**config.mk**
```make
export PLATFORM = sky130hd
export DESIGN_NAME = hx8357_controller
export DESIGN_NICKNAME = d
export VERILOG_FILES = /design/src/rtl/hx8357_controller.sv
export SDC_FILE = /design/constraint.sdc
export NUM_CORES = 1
export LEC_CHECK = 0
export ABC_CLOCK_PERIOD_IN_PS = 2500
export CAP_MARGIN = 20
export CORE_ASPECT_RATIO = 0.8
export CORE_MARGIN = 1.5
export CORE_UTILIZATION = 40
export CTS_CLUSTER_DIAMETER = 200
export CTS_CLUSTER_SIZE = 30
export DETAILED_ROUTE_END_ITERATION = 6
export MAX_ROUTING_LAYER = met4
export SLEW_MARGIN = 30
export SYNTH_ARGS = -nofsm -noshare
export SYNTH_HDL_FRONTEND = slang
export SYNTH_SLANG_ARGS = --single-unit
```
**constraint.sdc**
```tcl
create_clock -name clk -period 2.5 [get_ports clk]
set_clock_uncertainty 0.05 [all_clocks]
set_input_delay 0.375 -clock clk [delete_from_list [all_inputs] [get_ports clk]]
set_output_delay 0.375 -clock clk [all_outputs]
set_load 0.01 [all_outputs]
```
**src/rtl/hx8357_controller.sv**
```systemverilog
// hx8357_controller
// Write-only 16-bit 8080-style bus controller for an HX8357 TFT driver.
// After reset it drives the display hardware-reset sequence (RESx low, then
// a settle wait). It then turns level-sensitive cmd/data requests into single
// CSx/DCx/WRx write cycles and pulses transmission_cmpl at the end of each.
//
// Ports:
//   clk               system clock, rising edge
//   nres              asynchronous active-low reset
//   data_in[15:0]     command code / data word, sampled when a write starts
//   cmd               level request: write data_in as command (DCx=0)
//   data              level request: write data_in as data (DCx=1)
//   transmission_cmpl one-cycle pulse when a write finishes
//   CSx, RESx, DCx, WRx, RDx, DATAx[15:0]  registered display pins
module hx8357_controller #(
  parameter int unsigned RST_LOW_CYCLES  = 250,
  parameter int unsigned RST_WAIT_CYCLES = 3_000_000
) (
  input  logic        clk,
  input  logic        nres,
  input  logic [15:0] data_in,
  input  logic        cmd,
  input  logic        data,
  output logic        transmission_cmpl,
  output logic        CSx,
  output logic        RESx,
  output logic        DCx,
  output logic        WRx,
  output logic        RDx,
  output logic [15:0] DATAx
);

  localparam int unsigned CNT_MAX = (RST_LOW_CYCLES > RST_WAIT_CYCLES) ?
                                    RST_LOW_CYCLES : RST_WAIT_CYCLES;
  localparam int unsigned CNT_W   = (CNT_MAX < 2) ? 1 : $clog2(CNT_MAX + 1);

  typedef enum logic [2:0] {
    ST_RST_LOW  = 3'd0,
    ST_RST_WAIT = 3'd1,
    ST_IDLE     = 3'd2,
    ST_SETUP    = 3'd3,
    ST_WR_LOW   = 3'd4,
    ST_WR_HIGH  = 3'd5,
    ST_DONE     = 3'd6
  } state_t;

  state_t             state_q, state_d;
  logic [CNT_W-1:0]   cnt_q, cnt_d;
  logic               cs_q, cs_d;
  logic               res_q, res_d;
  logic               dc_q, dc_d;
  logic               wr_q, wr_d;
  logic               cmpl_q, cmpl_d;
  logic [15:0]        dat_q, dat_d;
  logic               rd_q;

  // Every output is a flop whose next value is decided together with the
  // state transition, so pin changes line up exactly with state changes.
  always_comb begin
    state_d = state_q;
    cnt_d   = cnt_q;
    cs_d    = cs_q;
    res_d   = res_q;
    dc_d    = dc_q;
    wr_d    = wr_q;
    cmpl_d  = 1'b0;
    dat_d   = dat_q;

    unique case (state_q)
      ST_RST_LOW: begin
        res_d = 1'b0;
        if (cnt_q == CNT_W'(RST_LOW_CYCLES - 1)) begin
          state_d = ST_RST_WAIT;
          res_d   = 1'b1;
          cnt_d   = '0;
        end else begin
          cnt_d = cnt_q + CNT_W'(1);
        end
      end

      ST_RST_WAIT: begin
        if (cnt_q == CNT_W'(RST_WAIT_CYCLES - 1)) begin
          state_d = ST_IDLE;
          cnt_d   = '0;
        end else begin
          cnt_d = cnt_q + CNT_W'(1);
        end
      end

      ST_IDLE: begin
        cs_d = 1'b1;
        wr_d = 1'b1;
        // cmd wins when both requests are high
        if (cmd || data) begin
          state_d = ST_SETUP;
          dc_d    = ~cmd;
          dat_d   = data_in;
          cs_d    = 1'b0;
          cnt_d   = '0;
        end
      end

      ST_SETUP: begin
        state_d = ST_WR_LOW;
        wr_d    = 1'b0;
        cnt_d   = '0;
      end

      ST_WR_LOW: begin
        state_d = ST_WR_HIGH;
        wr_d    = 1'b1;
        cnt_d   = '0;
      end

      ST_WR_HIGH: begin
        state_d = ST_DONE;
        cs_d    = 1'b1;
        cmpl_d  = 1'b1;
        cnt_d   = '0;
      end

      ST_DONE: begin
        state_d = ST_IDLE;
        cnt_d   = '0;
      end

      default: begin
        state_d = ST_RST_LOW;
        cnt_d   = '0;
      end
    endcase
  end

  always_ff @(posedge clk or negedge nres) begin
    if (!nres) begin
      state_q <= ST_RST_LOW;
      cnt_q   <= '0;
      cs_q    <= 1'b1;
      res_q   <= 1'b0;
      dc_q    <= 1'b1;
      wr_q    <= 1'b1;
      cmpl_q  <= 1'b0;
      dat_q   <= '0;
      rd_q    <= 1'b1;
    end else begin
      state_q <= state_d;
      cnt_q   <= cnt_d;
      cs_q    <= cs_d;
      res_q   <= res_d;
      dc_q    <= dc_d;
      wr_q    <= wr_d;
      cmpl_q  <= cmpl_d;
      dat_q   <= dat_d;
      rd_q    <= 1'b1;
    end
  end

  assign transmission_cmpl = cmpl_q;
  assign CSx               = cs_q;
  assign RESx              = res_q;
  assign DCx               = dc_q;
  assign WRx               = wr_q;
  assign RDx               = rd_q;
  assign DATAx             = dat_q;

endmodule

```
==> flow_summary.yaml, run 1 <==
synth:
  yosysTopAreaCellShare: 0.461
  yosys-top-cells-area: "dfrtp_1, mux2_2, nor2_1, a22o_1, nand3_1"
  synth-adder-area-share: 0.0322
  synth_edf_count: 0
  ys.flop_type: "dfrtp_1"
  yosysSeqAreaShare: 0.495
  ys_warn_count: 0
  syn_nets: 256
  syn_area_per_cell_um2: 10.2
  synth_compound_area_frac: 0.151
  synth_mux_area_frac: 0.0906
  synth_simple_gate_area_frac: 0.192
  netlist_area_um2: 2330
  synth_top_family_by_area: "simple AND/OR/NAND/NOR gates"
  yosys.area.top_type: "dfrtp_1"
  synth-seq-cells: 46
  synth.distinct_cells: 37
  async_reset_ff_frac: 1.00
  synthCells: 230
  synth-xor-area-share: 0
die:
  coreArea_um2: 5530
  rows: 24
  design.die.area_um2: 6310
  die_x_um: 88.4
  die_y_um: 71.3
  boundaryPins: 42
  initial_core_util: 0.423
pwr:
  power_mw: 1.67
  seq_power_share: 0.539
  p_sw_frac: 0.266
  ir_drop_uv: 317
  p_per_area_nw_per_um2: 557
  p_leak_nw: 1.27
  p_int_mw: 1.22
  comb_power_share: 0.122
  clkPwrFrac: 0.339
  switchingPower_uw: 442
placed_design:
  port_buffers: 40
  gp_congestion: 0.860
  postPlaceCellArea_um2: 2880
  dp_hpwl_um: 3900
cts:
  cts_buffers: 5
  cts_root_buf: "clkbuf_8"
  path_clk_slew_ns: 0.09
  cts_sinks: 46
  h-tree-depth: 2
  cts_resized: 0
  cts_setup_buffers: 0
  cts.path.max_buffers: 2
  cts_tree: "built"
  insertion_delay_ns: 0.30
  cts.hold.buffers_added: 0
layout:
  area_growth_syn_to_layout_pct: 28.0
  final_common_cell: "dfrtp_1"
  layout_common_cells: "dfrtp_1, clkdlybuf4s50_1, nor2_1, mux2_2, nand3_1"
  layout-drive-gt1-share: 0.160
  num-fill-cells: 535
  post-route-cell-area_um2: 2990
  diodes: 0
  final_nets: 306
worst_setup_path:
  r2r_slack_ns: 0.17
  critPathRequiredTime_ns: 2.64
  cp_max_fo: 12
  path_cells: "ha_1 -> and3_1 -> nand3_1 -> o311a_1 -> a21o_1 -> nand2_1 -> o311ai_0"
  cp-start-kind: "flop"
  end_kind: "flop"
  worst_path_largest_cell_delay_ns: 0.43
  crit_slowest_cell: "dfrtp_1"
  path_class: "reg -> reg"
  worstPathArrival_ns: 2.47
sta:
  rsz0062_at_grt: "false"
  worst_slew_margin_rel: 0.621
  max_freq_mhz: 429
  finalHoldViolCount: 0
  setup_viol_count_final: 0
  post-route-min-period_ns: 2.33
  drv_slew: 0
  tightest_slew_ns: 0.566
  tns_ns: 0
  period_share: 0.933
routing:
  met3_length_um: 407
  drt_wl_total_um: 5250
  firstDrtPassIters: 4
  vias: 1869
  top_layer: "met4"
  ant_nets: 0
  drtIter0Drc: 109
  wire_per_inst_um: 14.6
  dr_wl_met2_um: 2120
  drc: 0
  wl_met1_um: 2680
  viasPerCell: 5.21
grt:
  grt_pass1_wl_um: 8970
  first_global_vias: 1830
  grt_overflow: 0
  grt_use_total: 0.190
  grt_max_degree: 25
  antenna_found_initial: 0
min_path:
  min-delay-path-class: "in -> async"
status:
  status: "complete, no violations"
run:
  drv_cap: 0
-- cells by family after synthesis --
logic type,after synthesis
buffers and inverters,18
multiplexers,19
AND/OR/NAND/NOR,90
adder cells (fa/ha/maj),6
flip-flops,46
other,1
AO/OA/AOI/OAI,50
-- metrics by stage --
| step | hold WS [ns] | util | setup WS (ns) | instances |
|---|---|---|---|---|
| 5_1_grt | 0.0313 | 0.541 | 0.0141 | 359 |
| 6_report | 0.0000465 | 0.541 | 0.167 | 359 |
| 2_1_floorplan | 0.0294 | - | 0.425 | 230 |
| 3_3_place_gp | 0.349 | 0.520 | 0.240 | 351 |
| 3_5_place_dp | 0.348 | 0.520 | 0.199 | 351 |
| 4_1_cts | 0.0172 | 0.541 | 0.167 | 359 |
-- routing by layer --
| layer | vias to the layer above | global-route usage |
|---|---|---|
| met5 | - | - |
| met4 | 0 | 0.0521 |
| met3 | 5 | 0.0461 |
| met2 | 54 | 0.264 |
| met1 | 879 | 0.277 |
| li1 | 931 | - |
-- sequential cells by signal (all words and copies together) (netlist names) --
| register | cells |
|---|---|
| cnt_q | 22 |
| DATAx | 16 |
| state_q | 3 |
| CSx | 1 |
| DCx | 1 |
| RESx | 1 |
| WRx | 1 |
| transmission_cmpl | 1 |
-- critical path: cells and delay by family (launching register included) --
family | cells | cell delay [ns]
compound gates | 3 | 1.01
fa+ha+maj | 1 | 0.26
flops | 1 | 0.43
simple gates | 3 | 0.46
-- cells in the mapped netlist (2+ instances only) --
master    count
dfrtp_1      43
nor2_1       24
mux2_2       17
nand3_1      17
nand2_1      16
o21ai_0      11
a21oi_1      10
a22o_1       10
inv_1        10
a21o_1        8
nor3_1        7
and3_1        6
ha_1          6
nor4_1        5
clkbuf_1      4
nand4_1       4
dfstp_2       3
nor2b_1       3
or4_1         3
a211oi_1      2
buf_4         2
buf_6         2
mux2i_1       2
o311ai_0      2
-- area by class of cell --
| type | count | area, µm² | share of cell area |
|---|---|---|---|
| multi-input combinational | 166 | 1090 | 0.366 |
| inverter | 10 | 37.5 | 0.0126 |
| clock buffer | 5 | 68.8 | 0.0230 |
| tap | 78 | 97.6 | 0.0327 |
| sequential | 46 | 1150 | 0.387 |
| clock inverter | 3 | 43.8 | 0.0147 |
| timing repair buffer | 51 | 490 | 0.164 |
-- power by group through the flow --
stage | combinational (mW) | clock, mW | sequential, mW
after global routing | 0.228 | 0.613 | 0.909
after detailed placement | 0.206 | 0 | 0.907
final | 0.204 | 0.565 | 0.897
after CTS | 0.206 | 0.578 | 0.895
after floorplan | 0.0951 | 0 | 0.890
after global placement | 0.203 | 0 | 0.909
-- path summary, 6_finish.rpt --
path | cells past startpoint | start | endpoint
max reg2reg | 7 | cnt_q[0] | cnt_q[3]
max | 7 | cnt_q[0] | cnt_q[3]
min in group clk | 1 | DATAx[0] | DATAx[0]
max in group asynchronous | 2 | nres | CSx
min | 1 | nres | DATAx[14]
min reg2reg | 1 | DATAx[0] | DATAx[0]
Power figures use the tool's default switching activity.
==> run 2, diff against run 1 <==
Settings changed: ABC_CLOCK_PERIOD_IN_PS 2500 to not set.
Clock period 2.5 ns to 2.74 ns, I/O delays scaled along.
==> run 2 against run 1 <==
  * Highest routed layer unchanged
  * Die area unchanged
  * Combinational power decreased by 11%
  * Global-route usage decreased by 0.74 points
  * Clock-buffer cell count increased by 1
==> flow_summary.yaml, run 2 (synthesis gave the netlist of run 1 again) <==
worst_setup_path:
  worstPathArrival_ns: 2.69
  crit_start: "cnt_q[2]"
  path_buf_inv: 0
  reg2reg_depth: 6
  r2r_slack_ns: 0.20
  worstReg2RegEnd: "cnt_q[17]"
  worst_path_largest_cell_delay_ns: 0.45
  crit_slowest_cell: "dfrtp_1"
  cp-start-kind: "flop"
  path_class: "reg -> reg"
  critPathRequiredTime_ns: 2.89
  crit_family: "simple AND/OR/NAND/NOR gates"
  endpoint: "cnt_q[17]"
  cp.depth: 6
  worstReg2RegStart: "cnt_q[2]"
  cp_max_fo: 17
  path_cells: "nor4_1 -> nand4b_1 -> or3_4 -> a21oi_4 -> nor2_1 -> a22o_1"
  end_kind: "flop"
routing:
  drt_wl_total_um: 5280
  drtIter0Drc: 72
  firstDrtPassIters: 4
  vias: 1907
  ant_nets: 0
  drc: 0
  viasPerCell: 5.40
  wire_per_inst_um: 15.0
cts:
  cts_root_buf: "clkbuf_8"
  h-tree-depth: 2
  path_clk_slew_ns: 0.09
  cts_buffers: 5
  cts_sinks: 46
  cts.path.max_buffers: 2
  insertion_delay_ns: 0.30
  cts_tree: "built"
grt:
  first_global_vias: 1807
  grt_use_total: 0.182
  grt_overflow: 0
  antenna_found_initial: 0
  grt_pass1_wl_um: 8580
  grt_max_degree: 32
sta:
  tightest_slew_ns: 0.607
  holdWs_ns: 0.459
  period_share: 0.929
  drv_slew: 0
  rsz0062_at_grt: "false"
  setup_viol_count_final: 0
  max_freq_mhz: 393
  worst_slack_ns: 0.195
  post-route-min-period_ns: 2.54
  worst_slew_margin_rel: 0.594
  finalHoldViolCount: 0
  tns_ns: 0
die:
  rows: 24
  design.die.area_um2: 6310
  die_x_um: 88.4
  coreArea_um2: 5530
  initial_core_util: 0.423
  boundaryPins: 42
  die_y_um: 71.3
pwr:
  p_per_area_nw_per_um2: 514
  p_leak_nw: 1.23
  ir_drop_uv: 260
  power_mw: 1.50
layout:
  final_nets: 300
  layout_common_cells: "dfrtp_1, clkdlybuf4s50_1, nor2_1, mux2_2, nand3_1"
  final_common_cell: "dfrtp_1"
  largest_reg_flops: 22
  num-fill-cells: 510
  fin_cells: 353
  post-route-cell-area_um2: 2930
  finish.utilization: 0.530
  layout-drive-gt1-share: 0.135
  diodes: 0
  area_growth_syn_to_layout_pct: 25.5
  top_register: "cnt_q"
run:
  drv_cap: 0
placed_design:
  gp_congestion: 0.876
  pre_cts_slack_ns: 0.227
  postPlaceCellArea_um2: 2810
  dp_hpwl_um: 3770
  port_buffers: 40
  dp_cells: 344
status:
  status: "complete, no violations"
min_path:
  min-delay-path-class: "reg -> reg"
-- run 2: cell count changes in the layout (fill, tap and decap cells not counted), sizes merged --
| cell | delta |
|---|---|
| buf | -7 |
| clkinvlp | +1 |
| inv | -1 |
| dlygate4sd3 | +1 |
| clkbuf | +1 |
| clkinv | -1 |
-- run 2: report_power, final --
| group | internal (mW) | switching [mW] |
|---|---|---|
| combinational | 0.105 | 0.0770 |
| sequential | 0.735 | 0.0786 |
| clock | 0.272 | 0.237 |
| total | 1.11 | 0.392 |
-- run 2: worst min path at each step --
stage          cells after the start       end  slack (ns)     start
6_report                           1  DATAx[1]        0.46  DATAx[1]
5_1_grt                            1  DATAx[7]        0.48  DATAx[7]
4_1_cts                            1  DATAx[1]        0.46  DATAx[1]
3_5_place_dp                       1  DATAx[2]        0.29      nres
3_3_place_gp                       1  DATAx[1]        0.29      nres
2_1_floorplan                      0  DATAx[0]        0.07      nres
-- run 2: area by class of cell --
cell class                 count  area [µm²]  area share
sequential                    46        1150       0.394
clock inverter                 2        37.5      0.0128
multi-input combinational    166        1090       0.374
inverter                      10        37.5      0.0128
tap                           78        97.6      0.0333
clock buffer                   6        72.6      0.0248
timing repair buffer          45         435       0.149
-- run 2: timing repair --
item / 4_1_cts / 5_1_grt
hold buffers: 1 / 0
gates resized for setup: 0 / 0
endpoints found under the hold margin: 15 / 0
endpoints found under the setup margin: 0 / 0
setup buffers: 0 / 0
-- run 2: worst reg2reg max path, delay by kind of cell (launching register included) --
family | cells | cell delay (ns)
AO/OA/AOI/OAI | 2 | 0.67
flip-flops | 1 | 0.45
AND/OR/NAND/NOR | 4 | 1.27
-- run 2: layer usage --
layer / vias to the layer above / GRT usage / share of wire
li1: 929 / - / -
met5: - / - / 0
met2: 59 / 0.278 / 0.43
met1: 909 / 0.240 / 0.48
met4: 0 / 0.0608 / 0.016
met3: 10 / 0.0426 / 0.072
==> run 3, diff against run 2 <==
Settings changed: PLACE_DENSITY set to 0.7.
==> run 3 against run 2 <==
  * Combinational power decreased by 2%
  * Wire length decreased by 8.0%
  * Core utilization decreased by 0.77 points
  * Sequential power about the same
  * Setup slack improved by 0.066 ns
  * Hold slack got worse by 0.41 ns
  * Final cell count decreased by 0.85%
  * Design area decreased by 1.5%
  * Via count decreased by 1.7%
  * Flip-flop and latch count unchanged
  * Global-route usage decreased by 0.89 points
  * Sequential share of layout area increased by 0.58 points
  * Critical path type unchanged
==> flow_summary.yaml, run 3 (synthesis gave the netlist of run 1 again) <==
status:
  status: "complete, no violations"
routing:
  wire_per_inst_um: 13.9
  firstDrtPassIters: 4
  ant_nets: 0
  viasPerCell: 5.35
  drc: 0
  drtIter0Drc: 143
  vias: 1874
  drt_wl_total_um: 4860
run:
  drv_cap: 0
cts:
  insertion_delay_ns: 0.30
  cts_resized: 0
  cts_setup_buffers: 0
  cts_sinks: 46
  path_clk_slew_ns: 0.09
  cts.path.max_buffers: 2
  cts_root_buf: "clkbuf_8"
  cts_tree: "built"
  h-tree-depth: 2
  cts_buffers: 5
  cts.hold.buffers_added: 0
die:
  die_y_um: 71.3
  boundaryPins: 42
  design.die.area_um2: 6310
  rows: 24
  die_x_um: 88.4
  initial_core_util: 0.423
  coreArea_um2: 5530
sta:
  worst_slew_margin_rel: 0.616
  tns_ns: 0
  worst_slack_ns: 0.261
  tightest_slew_ns: 0.575
  period_share: 0.905
  rsz0062_at_grt: "false"
  setup_viol_count_final: 0
  drv_slew: 0
  max_freq_mhz: 403
  post-route-min-period_ns: 2.48
  finalHoldViolCount: 0
  holdWs_ns: 0.0514
worst_setup_path:
  cp_max_fo: 17
  cp-start-kind: "flop"
  crit_start: "cnt_q[0]"
  end_kind: "flop"
  worstReg2RegStart: "cnt_q[0]"
  worstPathArrival_ns: 2.62
  path_class: "reg -> reg"
  critPathRequiredTime_ns: 2.88
placed_design:
  pre_cts_slack_ns: 0.297
  port_buffers: 40
  gp_congestion: 0.827
  dp_cells: 342
  dp_hpwl_um: 3450
grt:
  grt_max_degree: 47
  use_met1: 0.235
  grt_overflow: 0
  use_met3: 0.0507
  first_global_vias: 1777
  met2_usage: 0.253
  grt_use_total: 0.174
  busiest_layer: "met2"
  grt_pass1_wl_um: 8290
  antenna_found_initial: 0
layout:
  layout-drive-gt1-share: 0.132
  diodes: 0
  final_common_cell: "dfrtp_1"
  final_nets: 297
  area_growth_syn_to_layout_pct: 23.7
  layout_common_cells: "dfrtp_1, clkdlybuf4s50_1, nor2_1, mux2_2, nand3_1"
  largest_reg_flops: 22
  top_register: "cnt_q"
  fin_cells: 350
pwr:
  ir_drop_uv: 252
  p_per_area_nw_per_um2: 487
  p_leak_nw: 1.21
  power_mw: 1.41
min_path:
  min-delay-path-class: "in -> async"
## run 3: changes by cell type in the layout (fill, tap and decap cells not counted), sizes merged
cell / previous run / this run
bufinv: 1 / 0
dlygate4sd3: 1 / 0
buf: 5 / 3
clkbuf: 6 / 5
clkinv: 0 / 2
## run 3: critical path, cell delays in order (launching register included)
cell	delay (ns)
dfrtp_1	0.41
ha_1	0.24
and3_1	0.18
nand3_1	0.14
o311a_1	0.44
a21oi_4	0.39
nor2_1	0.25
a22o_1	0.26
## run 3: path summary, 6_finish.rpt
| check | to | slack (ns) | cells past startpoint |
|---|---|---|---|
| min in group clk | DATAx[11] | 0.46 | 1 |
| hold / removal | DATAx[6] | 0.05 | 1 |
| hold reg to reg | DATAx[11] | 0.46 | 1 |
| setup reg to reg | cnt_q[7] | 0.26 | 7 |
| max in group asynchronous | cnt_q[7] | 2.19 | 1 |
| setup / recovery | cnt_q[7] | 0.26 | 7 |
## run 3: metrics by stage
step / util / instance area [µm²]
floorplan: - / 2330
global placement: 0.506 / 2800
detailed placement: 0.506 / 2800
CTS: 0.523 / 2890
global route: 0.523 / 2890
finish: 0.523 / 2890
## run 3: cell type report
class | count | area, µm²
fillers | 530 | 2640
flip-flops and latches | 46 | 1150
multi-input cells | 166 | 1090
repair buffers | 42 | 413
well taps | 78 | 97.6
clock buffers | 5 | 68.8
inverters | 10 | 37.5
clock inverters | 3 | 21.3
## run 3: routing by layer
metal  vias up  share of wire
met1       883           0.49
met4         0         0.0084
met2        68           0.42
li1        918              -
met5         -              0
met3         5          0.084
## run 3: where the power goes
group	switching [mW]	internal (mW)	leakage (nW)	total, mW
clock network	0.238	0.179	0.0441	0.417
logic	0.0739	0.104	0.601	0.178
registers	0.0766	0.735	0.563	0.812
total	0.388	1.02	1.21	1.41
